<file path="src/rtl/if2_id_fetch_buffer.sv">
// Fetch queue between IF2 and ID: takes up to two {PC, inst} pairs per cycle
// and presents the two oldest to decode, with back-pressure to the IF stall path.
module if2_id_fetch_buffer #(
  parameter int DEPTH = 8
) (
  input  logic                       clk,
  input  logic                       rstn,
  input  logic [31:0]                i_PC1,
  input  logic [31:0]                i_PC2,
  input  logic [31:0]                i_inst1,
  input  logic [31:0]                i_inst2,
  input  logic [1:0]                 i_is_valid,
  input  logic                       flush_BR,
  input  logic                       stall_ID,
  output logic [31:0]                o_PC1,
  output logic [31:0]                o_PC2,
  output logic [31:0]                o_inst1,
  output logic [31:0]                o_inst2,
  output logic [1:0]                 o_is_valid,
  output logic                       o_stall_IF,
  output logic [$clog2(DEPTH):0]     o_count
);

  localparam int AW = $clog2(DEPTH);
  localparam int CW = AW + 1;

  logic [31:0]   pc_mem   [DEPTH];
  logic [31:0]   inst_mem [DEPTH];
  logic [AW-1:0] head, tail, head_p1, tail_p1;
  logic [CW-1:0] count, count_next;
  logic          push_en, v0, v1;
  logic [1:0]    n_push, n_pop;

  assign head_p1    = head + AW'(1);
  assign tail_p1    = tail + AW'(1);
  assign o_count    = count;
  // Registered count only: a same-cycle pop does not relieve the stall.
  assign o_stall_IF = count > CW'(DEPTH - 2);

  always_comb begin
    push_en    = !o_stall_IF && !flush_BR;
    n_push     = '0;
    n_pop      = '0;
    v0         = (count != '0) && !flush_BR;
    v1         = (count >= CW'(2)) && !flush_BR;
    if (push_en)
      n_push = {1'b0, i_is_valid[0]} + {1'b0, i_is_valid[1]};
    if (!stall_ID && !flush_BR)
      n_pop = {1'b0, v0} + {1'b0, v1};
    count_next = count + CW'(n_push) - CW'(n_pop);
  end

  always_ff @(posedge clk or negedge rstn) begin
    if (!rstn) begin
      head  <= '0;
      tail  <= '0;
      count <= '0;
    end else if (flush_BR) begin
      head  <= '0;
      tail  <= '0;
      count <= '0;
    end else begin
      head  <= head + AW'(n_pop);
      tail  <= tail + AW'(n_push);
      count <= count_next;
    end
  end

  // Valid slots are compacted: a lone slot 1 lands at tail.
  always_ff @(posedge clk) begin
    if (push_en) begin
      unique case (i_is_valid)
        2'b11: begin
          pc_mem[tail]      <= i_PC1;
          inst_mem[tail]    <= i_inst1;
          pc_mem[tail_p1]   <= i_PC2;
          inst_mem[tail_p1] <= i_inst2;
        end
        2'b01: begin
          pc_mem[tail]   <= i_PC1;
          inst_mem[tail] <= i_inst1;
        end
        2'b10: begin
          pc_mem[tail]   <= i_PC2;
          inst_mem[tail] <= i_inst2;
        end
        default: ;
      endcase
    end
  end

  always_comb begin
    o_is_valid = {v1, v0};
    o_PC1      = v0 ? pc_mem[head]      : '0;
    o_inst1    = v0 ? inst_mem[head]    : '0;
    o_PC2      = v1 ? pc_mem[head_p1]   : '0;
    o_inst2    = v1 ? inst_mem[head_p1] : '0;
  end

endmodule

</file>
<file path="config.mk">
export PLATFORM = sky130hd
export DESIGN_NAME = if2_id_fetch_buffer
export DESIGN_NICKNAME = d
export VERILOG_FILES = /design/src/rtl/if2_id_fetch_buffer.sv
export SDC_FILE = /design/constraint.sdc
export NUM_CORES = 1
export LEC_CHECK = 0
export CORE_ASPECT_RATIO = 2
export CORE_UTILIZATION = 49
export DETAILED_ROUTE_END_ITERATION = 10
export PLACE_DENSITY = 0.7
export SLEW_MARGIN = 30
export SYNTH_ARGS = -nofsm -noshare
export SYNTH_HDL_FRONTEND = slang
export SYNTH_SLANG_ARGS = --single-unit
export TNS_END_PERCENT = 5
</file>
<file path="constraint.sdc">
create_clock -name clk -period 8.47 [get_ports clk]
set_input_delay 1.694 -clock clk [delete_from_list [all_inputs] [get_ports clk]]
set_output_delay 1.694 -clock clk [all_outputs]
set_load 0.01 [all_outputs]
</file>
Yosys cells after proc, flatten, opt, wreduce, memory -nomap -nowiden
Memory sizes are Yosys's and may differ from the RTL's.
Index checks and enable logic that the tools add are counted.

word-level totals
  logic and storage cells = 52
  latch bits = 0
  bits in writable memories = 512
  input port bits = 134
  bits in read-only memories = 0
  memories kept = 2
  output and inout bits = 135
  register bits = 10

memories
  name      words  bits a word  read ports  clocked after Yosys merged registers in  write ports  line  RTL
  inst_mem  8      32           2           0                                        2            28    logic [31:0] inst_mem [DEPTH];
  pc_mem    8      32           2           0                                        2            27    logic [31:0] pc_mem [DEPTH];

cells by class
  reductions and logical operators = 8
  $add $sub $neg = 8
  div/mod/pow operators = 0
  shifts and indexed selects = 0
  multipliers = 0
  bitwise logic cells = 4
  $lt $le $gt $ge = 2
  equality and inequality tests = 3
  mux-type cells = 22

operators with widths
  operator                                              count
  two-way mux 32 bit                                    8
  two-way mux 1 bit                                     9
  adder 3 x 1 -> 3 bit (second input constant)          2
  adder 3 x 2 -> 3 bit                                  2
  two-way mux 3 bit                                     2
  adder 1 x 1 -> 2 bit                                  2
  adder 4 x 2 -> 4 bit                                  1
  == test 2 bit (second input constant)                 2
  >= comparator 4 x 2 -> 1 bit (second input constant)  1
  > comparator 4 x 3 -> 1 bit (second input constant)   1
  logical AND 1 bit                                     4
  two-way mux 2 bit                                     2
  two-way mux 4 bit                                     1
  OR 1 bit                                              4
  nonzero test 4 bit                                    1
  subtractor 4 x 2 -> 4 bit                             1
  logical NOT 1 bit                                     3
  == test 2 x 1 -> 1 bit (second input constant)        1

Logic depth before layout (Yosys ltp)
  depth in word-level cells = 7
  mapped depth = 13
  depth with buffers taken out = 13

Worst setup path before layout
OpenSTA, ideal clock, no wires.

  path kind = input-to-reg
  start point = in i_is_valid[0]
  end point = mem inst_mem[6][0], enable pin
  path buffers = 2
  arrival = 5.953 ns
  stages = 6
  setup slack = 1.992 ns
  cell sequence = ha_1 buf_2 and3_1 clkbuf_1 nand2_1 a31oi_1

RTL lines
  element             line  RTL
  start: declaration  12    input logic [1:0] i_is_valid,
  end: declaration    28

Worst setup path after layout
  start point = reg head[0]
  end point = out o_PC2[13]

between the ends
  word-level cells in the longest chain between the ends = 3

RTL lines
  element                   line  RTL
  start: declaration        29    logic [AW-1:0] head, tail, head_p1, tail_p1;
  start signal: assignment  63    head <= head + AW'(n_pop);
  adder 3 x 1 -> 3 bit      34    assign head_p1 = head + AW'(1);
  memory read (8 x 32 bit)  -
  two-way mux 32 bit        96    o_PC2 = v1 ? pc_mem[head_p1] : '0;
  end: declaration          16    output logic [31:0] o_PC2,

Every way passes these cells.

==> results.yml <==
yosys:
  synthesis.area_sq_um: 30300
  synthTopCellsByArea: "edfxtp_1, mux4_2, o221ai_1"
  yosys.cell_types.count: 48
  syn_area_per_cell_sq_um: 14.9
  synth-main-ff-cell: "edfxtp_1"
  synth-async-reset-ratio_pct: 1.92
  synth.top_cell.area_share_pct: 50.7
  synth-edff-count: 512
  synth_common_cells: "edfxtp_1, o221ai_1, mux4_2"
  syn_inst: 2037
  yosysSeqAreaShare_pct: 51.5
  synth_top_area_cell: "edfxtp_1"
  ys_warn_count: 0
  ys_seq_elements: 522
  syn_nets: 2189
global_route:
  grt_max_degree: 128
  grt_usage_pct: 35.2
  grt_pass1_vias: 24692
  overflow: 0
  grt_pass1_wl_um: 160000
  antenna_found_initial: 4
detailed_routing:
  drc: 0
  dr.pass1.iters: 8
  ant_nets: 0
  drtIter0Drc: 3646
  routed_via_density: 8.24
  wl_um: 111000
  wire_per_inst_um: 37.7
  vias: 24239
timing:
  setup_ws_ns: 2.58
  hold_viol_final: 0
  fmaxAchievable_mhz: 170
  slew_viol_final: 0
  grt_setup_unrepaired: "no"
  worst_slew_pin_slew_ns: 1.07
  setup-tns-final_ns: 0
  finalCritPeriodShare_pct: 69.6
  slew_headroom_pct: 28.4
  setup_viol: 0
  fin_skew_ns: 0.0202
  period_minus_slack_ns: 5.89
worst_setup_path:
  critPathKind: "reg2out"
  slowest_delay_ns: 0.76
  crit_path_max_fanout: 58
  crit_path_top_delay_cell: "dfrtp_4"
  r2r_slack_ns: 4.54
  setup.worst_path.start: "head[0]$_DFF_PN0_"
  worstPathCellList: "buf_6 -> buf_4 -> mux4_2 -> a22o_1 -> clkdlybuf4s50_1"
  critPathCapture: "o_PC2[13]"
  reg2reg_to: "inst_mem[7][7]$_DFFE_PP_"
  crit_buf_inv: 3
  required_ns: 6.78
  critical_path.endpoint_type: "primary output"
  path_delay_family: "buffers and inverters"
  worstSetupPathDepth: 5
  cp-start-kind: "flop"
  cp_data_arrival_time_ns: 4.20
  rr_startpoint: "tail[0]$_DFF_PN0_"
  reg2regPathDepth: 5
placed_design:
  portBuffers: 268
  place_congestion: 0.858
  dp_slack_ns: 2.53
  place_hpwl_um: 63000
  dp.cells: 2853
clock_network:
  clk_latency_ns: 0.60
  clkTransAtPathRegs_ns: 0.07
  clockBufferDepth: 3
  post_cts_buffers: 0
  clockRootBuffer: "clkbuf_16"
  cts-hold-fix-buffers: 0
  cts_made_buffers: 46
  tritoncts: "done"
  numClockSinks: 522
  htree_levels: 2
  cts_resized: 0
power_and_ir_drop:
  finalPower_w: 0.00879
  seqPwrFrac_pct: 36.6
  p_leak_nw: 10.3
  p_sw_w: 0.00287
  p_sw_share_pct: 32.7
  power.share.clock_pct: 26.6
  p_int_w: 0.00592
  p_per_area_nw_per_um2: 249
  combPwrFrac_pct: 36.8
  ir_worst_vdd_mv: 0.207
die:
  core_sq_um: 61000
  pin_count: 269
  die_area_sq_um: 63000
  fp.dieW_um: 178
  start_util_pct: 49.7
  row_count: 128
  die_h_um: 354
finish:
  syn2layout_area_growth_pct: 16.2
  drive_gt1_share_pct: 19.8
  fillers: 4752
  final_nets: 2276
  instances_no_fill: 2942
  multi_input_area_sq_um: 13700
  final-seq-area_sq_um: 15600
run:
  max_cap_viol_count: 0
run_status:
  status: "complete, no violations"
hold_path:
  worstHoldPathType: "reg2reg"
layout make-up:
cell class / count / share of cell area (%)
sequential: 522 / 44.3
inverter: 12 / 0.128
timing repair buffer: 333 / 9.37
multi-input combinational: 1209 / 38.8
clock buffer: 56 / 3.43
tap: 780 / 2.77
antenna: 2 / 0.0142
clock inverter: 28 / 1.19
layer usage:
metal / global-route usage (%) / routed length, um / vias to the layer above / share of wire, %
met4: 22.8 / 7910 / 4 / 7.1
met1: 41.6 / 34500 / 11968 / 31
met3: 7.37 / 14800 / 572 / 13
met2: 57.7 / 53800 / 2321 / 48
met5: 0 / 23 / - / 0.021
li1: - / - / 9374 / -
worst register-to-register path, delay by kind of cell, from the launching register on:
| family | cells | cell delay (ns) |
|---|---|---|
| AO/OA/AOI/OAI | 2 | 1.04 |
| XOR/XNOR | 1 | 0.33 |
| adder cells (fa/ha/maj) | 1 | 0.65 |
| buffers and inverters | 1 | 0.93 |
| flip-flops | 1 | 0.69 |
stage by stage:
| stage | util (%) | hold slack (ns) | cell area, sq um |
|---|---|---|---|
| floorplan | - | 0.558 | 30300 |
| global placement | 54.9 | 0.619 | 33500 |
| detailed placement | 55.0 | 0.638 | 33600 |
| CTS | 57.7 | 0.658 | 35200 |
| global route | 57.8 | 0.733 | 35300 |
| finish | 57.8 | 0.684 | 35300 |
power groups by stage:
stage               Sequential [W]  Clock, W  Combinational, W
finish                     0.00322   0.00234           0.00323
global route               0.00323   0.00242           0.00338
CTS                        0.00321   0.00233           0.00318
detailed placement         0.00327         0           0.00317
global placement           0.00325         0           0.00312
floorplan                  0.00323         0           0.00202
registers in the layout (all words and copies together) (netlist names):
signal and flops:
head 3, pc_mem 256, inst_mem 256, o_count 4
tail 3
worst min path at each step:
stage                           start                 to  cells after the start
finish              head[2]$_DFF_PN0_  head[2]$_DFF_PN0_                      2
global route        head[2]$_DFF_PN0_  head[2]$_DFF_PN0_                      2
CTS                 head[2]$_DFF_PN0_  head[2]$_DFF_PN0_                      2
detailed placement  head[2]$_DFF_PN0_  head[2]$_DFF_PN0_                      2
global placement    head[2]$_DFF_PN0_  head[2]$_DFF_PN0_                      2
floorplan           head[2]$_DFF_PN0_  head[2]$_DFF_PN0_                      2
cells by family (layout without fill, tap and decap cells):
logic type                 Yosys count  in the layout  share of synthesized area (%)
and+or+nand+nor                    199            199                           3.79
DFF                                522            522                           51.5
xor gates and xnor gates             6              6                          0.297
AOI/OAI and AO/OA                  728            728                           20.1
buffers and inverters              306            429                           4.38
other                                0              2                              0
muxes                              258            258                           19.1
adders and majority gates           18             18                          0.841
cells in the final DEF (no fill, tap or decap), types with 47 or more instances in the layout:
cell type,count
a22o_1,128
buf_4,56
clkbuf_16,47
clkdlybuf4s50_1,268
edfxtp_1,512
mux4_2,256
nand2b_1,65
nand3_1,69
o21ai_1,64
o221ai_1,512
Note: power is estimated with default switching activity, not from simulation.
